--- config.mk ---
export PLATFORM = sky130hd
export DESIGN_NAME = mem_access_sequencer
export DESIGN_NICKNAME = d
export VERILOG_FILES = /design/src/rtl/mem_access_sequencer.sv
export SDC_FILE = /design/constraint.sdc
export NUM_CORES = 1
export LEC_CHECK = 0
export BUFFER_PORTS_ARGS = -buffer_cell sky130_fd_sc_hd__buf_2
export CORE_MARGIN = 2
export CORE_UTILIZATION = 45
export DETAILED_ROUTE_END_ITERATION = 10
export GPL_ROUTABILITY_DRIVEN = 0
export PLACE_DENSITY = 0.79
export SETUP_SLACK_MARGIN = 0.05
export SYNTH_ARGS = -nofsm -noshare
export SYNTH_HDL_FRONTEND = slang
export SYNTH_SLANG_ARGS = --single-unit
--- constraint.sdc ---
create_clock -name clk -period 1.8 [get_ports clk]
set_clock_uncertainty 0.1 [all_clocks]
set_input_delay 0.09 -clock clk [delete_from_list [all_inputs] [get_ports clk]]
set_output_delay 0.09 -clock clk [all_outputs]
set_load 0.05 [all_outputs]
--- src/rtl/mem_access_sequencer.sv ---
// Multi-channel memory access sequencer.
// Round-robin arbitration of NUM_CH requesters onto one memory port, with a
// bounded-wait timeout that returns an error response to the requester.
module mem_access_sequencer #(
    parameter int NUM_CH  = 2,
    parameter int ADDR_W  = 16,
    parameter int DATA_W  = 16,
    parameter int MASK_W  = DATA_W / 8,
    parameter int TIMEOUT = 255
) (
    input  logic                       clk,
    input  logic                       rst_n,
    input  logic [NUM_CH-1:0]          ch_req,
    input  logic [NUM_CH-1:0]          ch_write,
    input  logic [NUM_CH*ADDR_W-1:0]   ch_addr,
    input  logic [NUM_CH*DATA_W-1:0]   ch_wdata,
    input  logic [NUM_CH*MASK_W-1:0]   ch_wmask,
    output logic [NUM_CH-1:0]          ch_resp,
    output logic [NUM_CH-1:0]          ch_err,
    output logic [DATA_W-1:0]          ch_rdata,
    output logic [ADDR_W-1:0]          mem_address,
    output logic [DATA_W-1:0]          mem_wdata,
    output logic [MASK_W-1:0]          mem_byte_enable,
    output logic                       mem_read,
    output logic                       mem_write,
    input  logic                       mem_resp,
    input  logic [DATA_W-1:0]          mem_rdata,
    output logic                       busy
);

    localparam int ID_W  = (NUM_CH > 1) ? $clog2(NUM_CH) : 1;
    localparam int CNT_W = (TIMEOUT > 0) ? $clog2(TIMEOUT + 1) : 1;
    // Counter value on the last permitted ACCESS cycle
    localparam logic [CNT_W-1:0] CNT_LAST = (TIMEOUT > 0) ? CNT_W'(TIMEOUT - 1) : '0;

    typedef enum logic [1:0] {
        ST_IDLE   = 2'd0,
        ST_ACCESS = 2'd1,
        ST_RESP   = 2'd2
    } state_t;

    state_t            state_q;
    logic [ID_W-1:0]   rr_q;
    logic [ID_W-1:0]   grant_q;
    logic              write_q;
    logic [CNT_W-1:0]  cnt_q;
    logic [ADDR_W-1:0] mem_address_q;
    logic [DATA_W-1:0] mem_wdata_q;
    logic [MASK_W-1:0] mem_be_q;
    logic              mem_read_q;
    logic              mem_write_q;
    logic [NUM_CH-1:0] ch_resp_q;
    logic [NUM_CH-1:0] ch_err_q;
    logic [DATA_W-1:0] ch_rdata_q;
    logic              busy_q;

    logic              gnt_valid_d;
    logic [ID_W-1:0]   gnt_id_d;
    logic [ID_W-1:0]   rr_d;
    logic              skip_d;
    logic              timeout_hit;

    logic [ADDR_W-1:0] addr_arr  [NUM_CH];
    logic [DATA_W-1:0] wdata_arr [NUM_CH];
    logic [MASK_W-1:0] wmask_arr [NUM_CH];

    // Split the flattened channel buses into per-channel operands
    genvar gi;
    generate
        for (gi = 0; gi < NUM_CH; gi++) begin : g_ch
            assign addr_arr[gi]  = ch_addr[gi*ADDR_W +: ADDR_W];
            assign wdata_arr[gi] = ch_wdata[gi*DATA_W +: DATA_W];
            assign wmask_arr[gi] = ch_wmask[gi*MASK_W +: MASK_W];
        end
    endgenerate

    // Round-robin pick: first requester at or after the pointer, wrapping
    always_comb begin
        int              cand;
        logic [ID_W-1:0] cand_id;
        gnt_valid_d = 1'b0;
        gnt_id_d    = '0;
        cand        = 0;
        cand_id     = '0;
        // Scan from farthest to nearest so the nearest requester wins
        for (int i = NUM_CH - 1; i >= 0; i--) begin
            cand = int'(rr_q) + i;
            if (cand >= NUM_CH) begin
                cand = cand - NUM_CH;
            end
            cand_id = ID_W'(cand);
            if (ch_req[cand_id]) begin
                gnt_valid_d = 1'b1;
                gnt_id_d    = cand_id;
            end
        end
        rr_d        = (gnt_id_d == ID_W'(NUM_CH - 1)) ? '0 : gnt_id_d + ID_W'(1);
        // A write with no byte lanes enabled never touches memory
        skip_d      = ch_write[gnt_id_d] && (wmask_arr[gnt_id_d] == '0);
        timeout_hit = (TIMEOUT != 0) && (cnt_q == CNT_LAST);
    end

    // Sequencer FSM; every output is a register updated here
    always_ff @(posedge clk or negedge rst_n) begin
        if (!rst_n) begin
            state_q       <= ST_IDLE;
            rr_q          <= '0;
            grant_q       <= '0;
            write_q       <= 1'b0;
            cnt_q         <= '0;
            mem_address_q <= '0;
            mem_wdata_q   <= '0;
            mem_be_q      <= '0;
            mem_read_q    <= 1'b0;
            mem_write_q   <= 1'b0;
            ch_resp_q     <= '0;
            ch_err_q      <= '0;
            ch_rdata_q    <= '0;
            busy_q        <= 1'b0;
        end else begin
            ch_resp_q <= '0;
            ch_err_q  <= '0;
            case (state_q)
                ST_IDLE: begin
                    if (gnt_valid_d) begin
                        grant_q       <= gnt_id_d;
                        rr_q          <= rr_d;
                        write_q       <= ch_write[gnt_id_d];
                        mem_address_q <= addr_arr[gnt_id_d];
                        mem_wdata_q   <= wdata_arr[gnt_id_d];
                        mem_be_q      <= ch_write[gnt_id_d] ? wmask_arr[gnt_id_d] : '1;
                        cnt_q         <= '0;
                        busy_q        <= 1'b1;
                        if (skip_d) begin
                            ch_resp_q[gnt_id_d] <= 1'b1;
                            state_q             <= ST_RESP;
                        end else begin
                            mem_read_q  <= !ch_write[gnt_id_d];
                            mem_write_q <= ch_write[gnt_id_d];
                            state_q     <= ST_ACCESS;
                        end
                    end
                end
                ST_ACCESS: begin
                    if (mem_resp) begin
                        mem_read_q         <= 1'b0;
                        mem_write_q        <= 1'b0;
                        ch_resp_q[grant_q] <= 1'b1;
                        if (!write_q) begin
                            ch_rdata_q <= mem_rdata;
                        end
                        state_q <= ST_RESP;
                    end else if (timeout_hit) begin
                        mem_read_q         <= 1'b0;
                        mem_write_q        <= 1'b0;
                        ch_resp_q[grant_q] <= 1'b1;
                        ch_err_q[grant_q]  <= 1'b1;
                        ch_rdata_q         <= '0;
                        state_q            <= ST_RESP;
                    end else if (TIMEOUT != 0) begin
                        cnt_q <= cnt_q + CNT_W'(1);
                    end
                end
                ST_RESP: begin
                    busy_q  <= 1'b0;
                    state_q <= ST_IDLE;
                end
                default: begin
                    state_q <= ST_IDLE;
                end
            endcase
        end
    end

    assign ch_resp         = ch_resp_q;
    assign ch_err          = ch_err_q;
    assign ch_rdata        = ch_rdata_q;
    assign mem_address     = mem_address_q;
    assign mem_wdata       = mem_wdata_q;
    assign mem_byte_enable = mem_be_q;
    assign mem_read        = mem_read_q;
    assign mem_write       = mem_write_q;
    assign busy            = busy_q;

endmodule
Word-level counts from Yosys, hierarchy flattened

Index checks and enable logic that the tools add are counted.

Flip-flop bits (word level): 70
Output and inout bits: 57
Logic and storage cells: 109

Muxes and demuxes: 56
Magnitude comparators: 9
Reductions and logical operators: 15
Bitwise operators: 1
Equality and inequality tests: 9
$add $sub $neg: 5

Operators by type and width:

| operator                                                              | number |
|---|---|
| 16-bit 2-to-1 mux                                                     | 9 |
| 2-bit 2-to-1 mux                                                      | 14 |
| 8-bit 2-to-1 mux                                                      | 3 |
| 1-bit 2-to-1 mux                                                      | 22 |
| 8-bit one-hot mux with 2 select lines                                 | 1 |
| 2-bit != test (second input constant)                                 | 5 |
| 8-bit by 1-bit adder with 8-bit output (second input constant)        | 1 |
| 8-bit == test (second input constant)                                 | 1 |
| 1-bit by 2-bit < comparator with 1-bit output (second input constant) | 4 |
| 2-bit one-hot mux with 2 select lines                                 | 2 |
| 4-bit AND reduction                                                   | 2 |
| 1-bit one-hot mux with 2 select lines                                 | 3 |
| 2-bit AND reduction                                                   | 3 |
| 2-bit nonzero test                                                    | 3 |
| 2-bit >= comparator (second input constant)                           | 2 |
| 2-bit logical NOT                                                     | 2 |
| 1-bit logical AND                                                     | 3 |
| 3-bit != test (second input constant)                                 | 1 |
| 3-bit AND reduction                                                   | 1 |
| 1-bit by 1-bit adder with 2-bit output (second input constant)        | 1 |
| 1-bit demux with 1-bit select                                         | 2 |
| 2-bit by 1-bit == test with 1-bit output (second input constant)      | 1 |
| 2-bit == test (second input constant)                                 | 1 |
| 1-bit >= comparator (second input constant)                           | 2 |
| 5 further kinds                                                       | 6 |

Longest topological paths before layout

Word-level depth: 16
Mapped depth: 8
Depth with buffers taken out: 7

Worst setup path after synthesis

No wires, ideal clock.

Path kind: reg-to-reg
Start: reg cnt_q[0]
End: reg ch_rdata_q[12], in the netlist ch_rdata[12]
Buffers on the path: 1
Arrival: 1.441 ns
Setup time: 0.135 ns
Required time: 1.565 ns
Cell stages (with the launch flop): 8
Clock period less this slack: 1.676 ns
Setup slack: 0.124 ns
Path through: dfrtp_1 > inv_1 > ha_1 > nand3_1 > nor3_1 > o21ai_0 > clkbuf_1 > o21ai_0

Longest elaborated chain between the ends: 3

Ends and longest elaborated chain:

| item                                 | line | source |
|---|---|---|
| start: declaration                   | 46   | `logic [CNT_W-1:0] cnt_q;` |
| start signal: assignment             | 161  | `cnt_q <= cnt_q + CNT_W'(1);` |
| 8-bit == test                        | 100  | `timeout_hit = (TIMEOUT != 0) && (cnt_q == CNT_LAST);` |
| 2-bit nonzero test (no source line)  | n/a  |  |
| 3-bit AND reduction (no source line) | n/a  |  |
| end signal: assignment               | 150  | `ch_rdata_q <= mem_rdata;` |
| end: declaration                     | 54   | `logic [DATA_W-1:0] ch_rdata_q;` |

Every way passes these cells.
A chain may end at the register's enable or synchronous reset.

Final worst setup path

Start: reg state_q[1]
End: reg mem_address_q[6], in the netlist mem_address[6]

Longest elaborated chain between the ends: 2

Ends and longest elaborated chain:

| item                                 | line | source |
|---|---|---|
| start: declaration                   | 42   | `state_t state_q;` |
| start signal: assignment             | 106  | `state_q <= ST_IDLE;` |
| start signal: assignment             | 136  | `state_q <= ST_RESP;` |
| start signal: assignment             | 140  | `state_q <= ST_ACCESS;` |
| 2-bit logical NOT                    | 123  | `case (state_q)` |
| 2-bit AND reduction (no source line) | n/a  |  |
| end signal: assignment               | 129  | `mem_address_q <= addr_arr[gnt_id_d];` |
| end: declaration                     | 47   | `logic [ADDR_W-1:0] mem_address_q;` |

Every way passes these cells.

==> out/results.ini <==
[outcome]
status = finished with violations
violations = setup timing

[global_route]
grt_max_degree = 71
grt_use_met1 = 0.323
busiest_layer = met2
grt_pass1_wl_mm = 16.0
grtUsageMet3 = 0.0593
grt_use_met2 = 0.495
grt_pass1_vias = 3255
antenna_found_initial = 1
overflow = 0
grt.total_usage = 0.284

[final_layout]
post_route_cells_drive_above_1_share = 0.371
syn_to_final_growth_pct = 70.4
multiInputGateArea_sq_um = 1080
seqCellArea_sq_um = 1750
fin_cells = 615
final_nets = 626
fillCellCount = 367

[logic_synthesis]
synth_cells = 286
synth_top_family_by_area = compound AO/OA/AOI/OAI gates
synthMuxAreaShare = 0.0140
synth-compound-area-share = 0.181
async_flop_share = 1.00
synth_most_common_cell = dfrtp_1
synth_top_cells_by_count = dfrtp_1, nand2_1, inv_1
synth_top_area_cell = dfrtp_1
seq_area_frac_synth = 0.593
synth_edf_count = 0
synth_cell_type_count = 31
synth_fa_ha_area_frac = 0.00847
syn_area_sq_um = 2960
avgSynthCellArea_sq_um = 10.3
synth_nets = 379
yosysTopAreaCellShare = 0.593
ys_ff_latch = 70
ys.flop_type = dfrtp_1
ys_warn_count = 0
synth-simple-area-share = 0.118
synth_area_leaders = dfrtp_1, a222oi_1, nand2_1, inv_1, o21ai_0
synth_xor_area_frac = 0.0119

[pwr]
p_per_area_nw_per_um2 = 1680
total_power_mw = 8.47
clkPwrFrac = 0.132
comb_power_share = 0.565
p_leak_nw = 2.60
seqPwrFrac = 0.303
intPower_mw = 4.19
switching_share = 0.505
p_sw_mw = 4.28
ir_worst_vdd_mv = 1.19

[critical_path]
r2r-start = state_q[1]$_DFFE_PN0P_
crit_path_end_kind = flop
critPathMaxStageDelay_ns = 0.47
r2r_slack_ns = -0.03
rr_endpoint = mem_address[6]$_DFFE_PN0P_
reg2regPathDepth = 6
worstPathRequired_ns = 1.89
path_class = flop to flop
cp_slowest_cell = a222oi_1
cp.arrival_ns = 1.92
path_max_fanout = 32
start_kind = flop
cp_cell_sequence = nor2_4 -> o21a_1 -> and2_1 -> buf_12 -> a222oi_1 -> inv_1

[sta]
worst_slew_pin_slew_ns = 0.501
hold_viol_final = 0
drv_slew = 0
setup_violations = 1
max_freq_mhz = 546
fin_crit_ns = 1.83
fin_ws_ns = -0.0306
rsz0062_at_grt = yes
relSlewSlack = 0.666
finalCritPeriodShare = 1.02

[hold_path]
hold_start = ch_wmask[3]
hold_class = input pin to flop
hold_depth = 3
holdPathEnd = mem_byte_enable[1]$_DFFE_PN0P_

[place]
io_buffer_count = 147
post-dp-hpwl_mm = 5.49
dp_cells = 507

[cts]
clk_latency_ns = 0.33
cts_max_level = 3
tritoncts = yes
cts_buffer_depth = 2
cts_made_buffers = 9
cts-root-buf = clkbuf_8
numClockSinks = 70
clkTransAtPathRegs_ns = 0.07

[route]
drc = 0
wirelength_mm = 11.1
vias = 3389
wl_per_cell_microns = 18.1
drtAntennaViolNets = 0
route.detailed.vias_per_inst = 5.51
first_iter_violations = 422
drt-pass1-iter-count = 10

[run]
cap_violations = 0

[die]
die_w_microns = 85.0
core_area_sq_um = 6350
pin_count = 148
start_util = 0.465
core.rowCount = 29
dieArea_sq_um = 7230
die_h_microns = 85.0

-- power groups by stage --
stage	clock, mW	combinational [mW]	sequential, mW
2_1_floorplan	0	1.22	4.36
3_3_place_gp	0	4.18	2.51
3_5_place_dp	0	4.26	2.54
4_1_cts	1.13	4.42	2.51
5_1_grt	1.22	5.02	2.62
6_report	1.12	4.79	2.57
-- stage by stage --
| step | cell area, sq um | hold slack, ns | setup slack, ns | TNS [ns] | util |
|---|---|---|---|---|---|
| floorplan | 2960 | -0.306 | 0.124 | 0 | - |
| global placement | 3880 | 0.0346 | -0.0815 | -1.27 | 0.611 |
| detailed placement | 3880 | 0.0426 | -0.205 | -2.65 | 0.611 |
| CTS | 4900 | 0.0132 | 0.0545 | 0 | 0.772 |
| global route | 5040 | 0.0656 | -0.0463 | -0.101 | 0.793 |
| finish | 5040 | 0.0250 | -0.0306 | -0.0306 | 0.793 |
-- timing repair --
action | 4_1_cts | 5_1_grt
resized for setup | 3 | 18
buffers inserted | 0 | 7
hold buffers | 84 | 0
setup endpoints to repair | 41 | 51
cloned | 0 | 1
pin swaps | 0 | 7
endpoints found under the hold margin | 120 | 0
-- cell usage in the layout, fill, tap and decap left out, types with 2 or more instances in the layout --
| master | count |
|---|---|
| nor3_1 | 2 |
| a222oi_1 | 32 |
| nand3_1 | 7 |
| buf_4 | 16 |
| o21ai_0 | 23 |
| nor2_1 | 18 |
| o21ai_2 | 2 |
| or3_1 | 2 |
| buf_12 | 4 |
| dlygate4sd3_1 | 84 |
| a21oi_1 | 2 |
| mux2i_1 | 3 |
| xnor2_1 | 4 |
| clkbuf_1 | 3 |
| buf_6 | 2 |
| inv_1 | 37 |
| buf_2 | 147 |
| dfrtp_1 | 69 |
| clkbuf_8 | 11 |
| o21ai_4 | 4 |
| nand2_1 | 40 |
| a31oi_1 | 2 |
-- sequential cells by signal, summed over array words and instances (netlist names), 2 cells and up --
name / cells
ch_resp: 2
ch_rdata: 16
state_q: 2
mem_byte_enable: 2
ch_err: 2
mem_address: 16
cnt_q: 8
mem_wdata: 16
-- layer usage --
layer	routed length (microns)	vias up
li1	-	1507
met1	3900	1602
met2	5830	233
met3	872	47
met4	503	0
met5	0	-
-- cell type report --
type	instances	area share
multi-input combinational	161	0.214
timing repair buffer	253	0.357
inverter	38	0.0283
clock buffer	14	0.0323
tap	77	0.0191
clock inverter	1	0.000994
antenna	1	0.000497
sequential	70	0.348
-- worst max-delay path by stage --
stage / end / startpoint / depth (start not counted) / slack, ns
3_3_place_gp: ch_rdata[6]$_DFFE_PN0P_ / cnt_q[0]$_DFFE_PN0P_ / 6 / -0.08
2_1_floorplan: ch_rdata[12]$_DFFE_PN0P_ / cnt_q[0]$_DFFE_PN0P_ / 7 / 0.12
3_5_place_dp: ch_rdata[11]$_DFFE_PN0P_ / cnt_q[0]$_DFFE_PN0P_ / 6 / -0.21
6_report: mem_address[6]$_DFFE_PN0P_ / state_q[1]$_DFFE_PN0P_ / 6 / -0.03
4_1_cts: ch_rdata[11]$_DFFE_PN0P_ / cnt_q[0]$_DFFE_PN0P_ / 6 / 0.05
5_1_grt: mem_address[6]$_DFFE_PN0P_ / state_q[1]$_DFFE_PN0P_ / 5 / -0.05
-- worst max-delay path, delay by kind of cell (launching register included) --
family          cells  cell delay [ns]
flops               1             0.41
simple gates        2             0.28
buf+inv             2             0.30
compound gates      2             0.59
-- cells by family after synthesis --
logic type / Yosys count
AND/OR/NAND/NOR: 80
adder cells (fa/ha/maj): 2
XOR/XNOR: 4
AO/OA/AOI/OAI: 70
buffers and inverters: 56
multiplexers: 4
flip-flops: 70
Power figures use the tool's default switching activity.
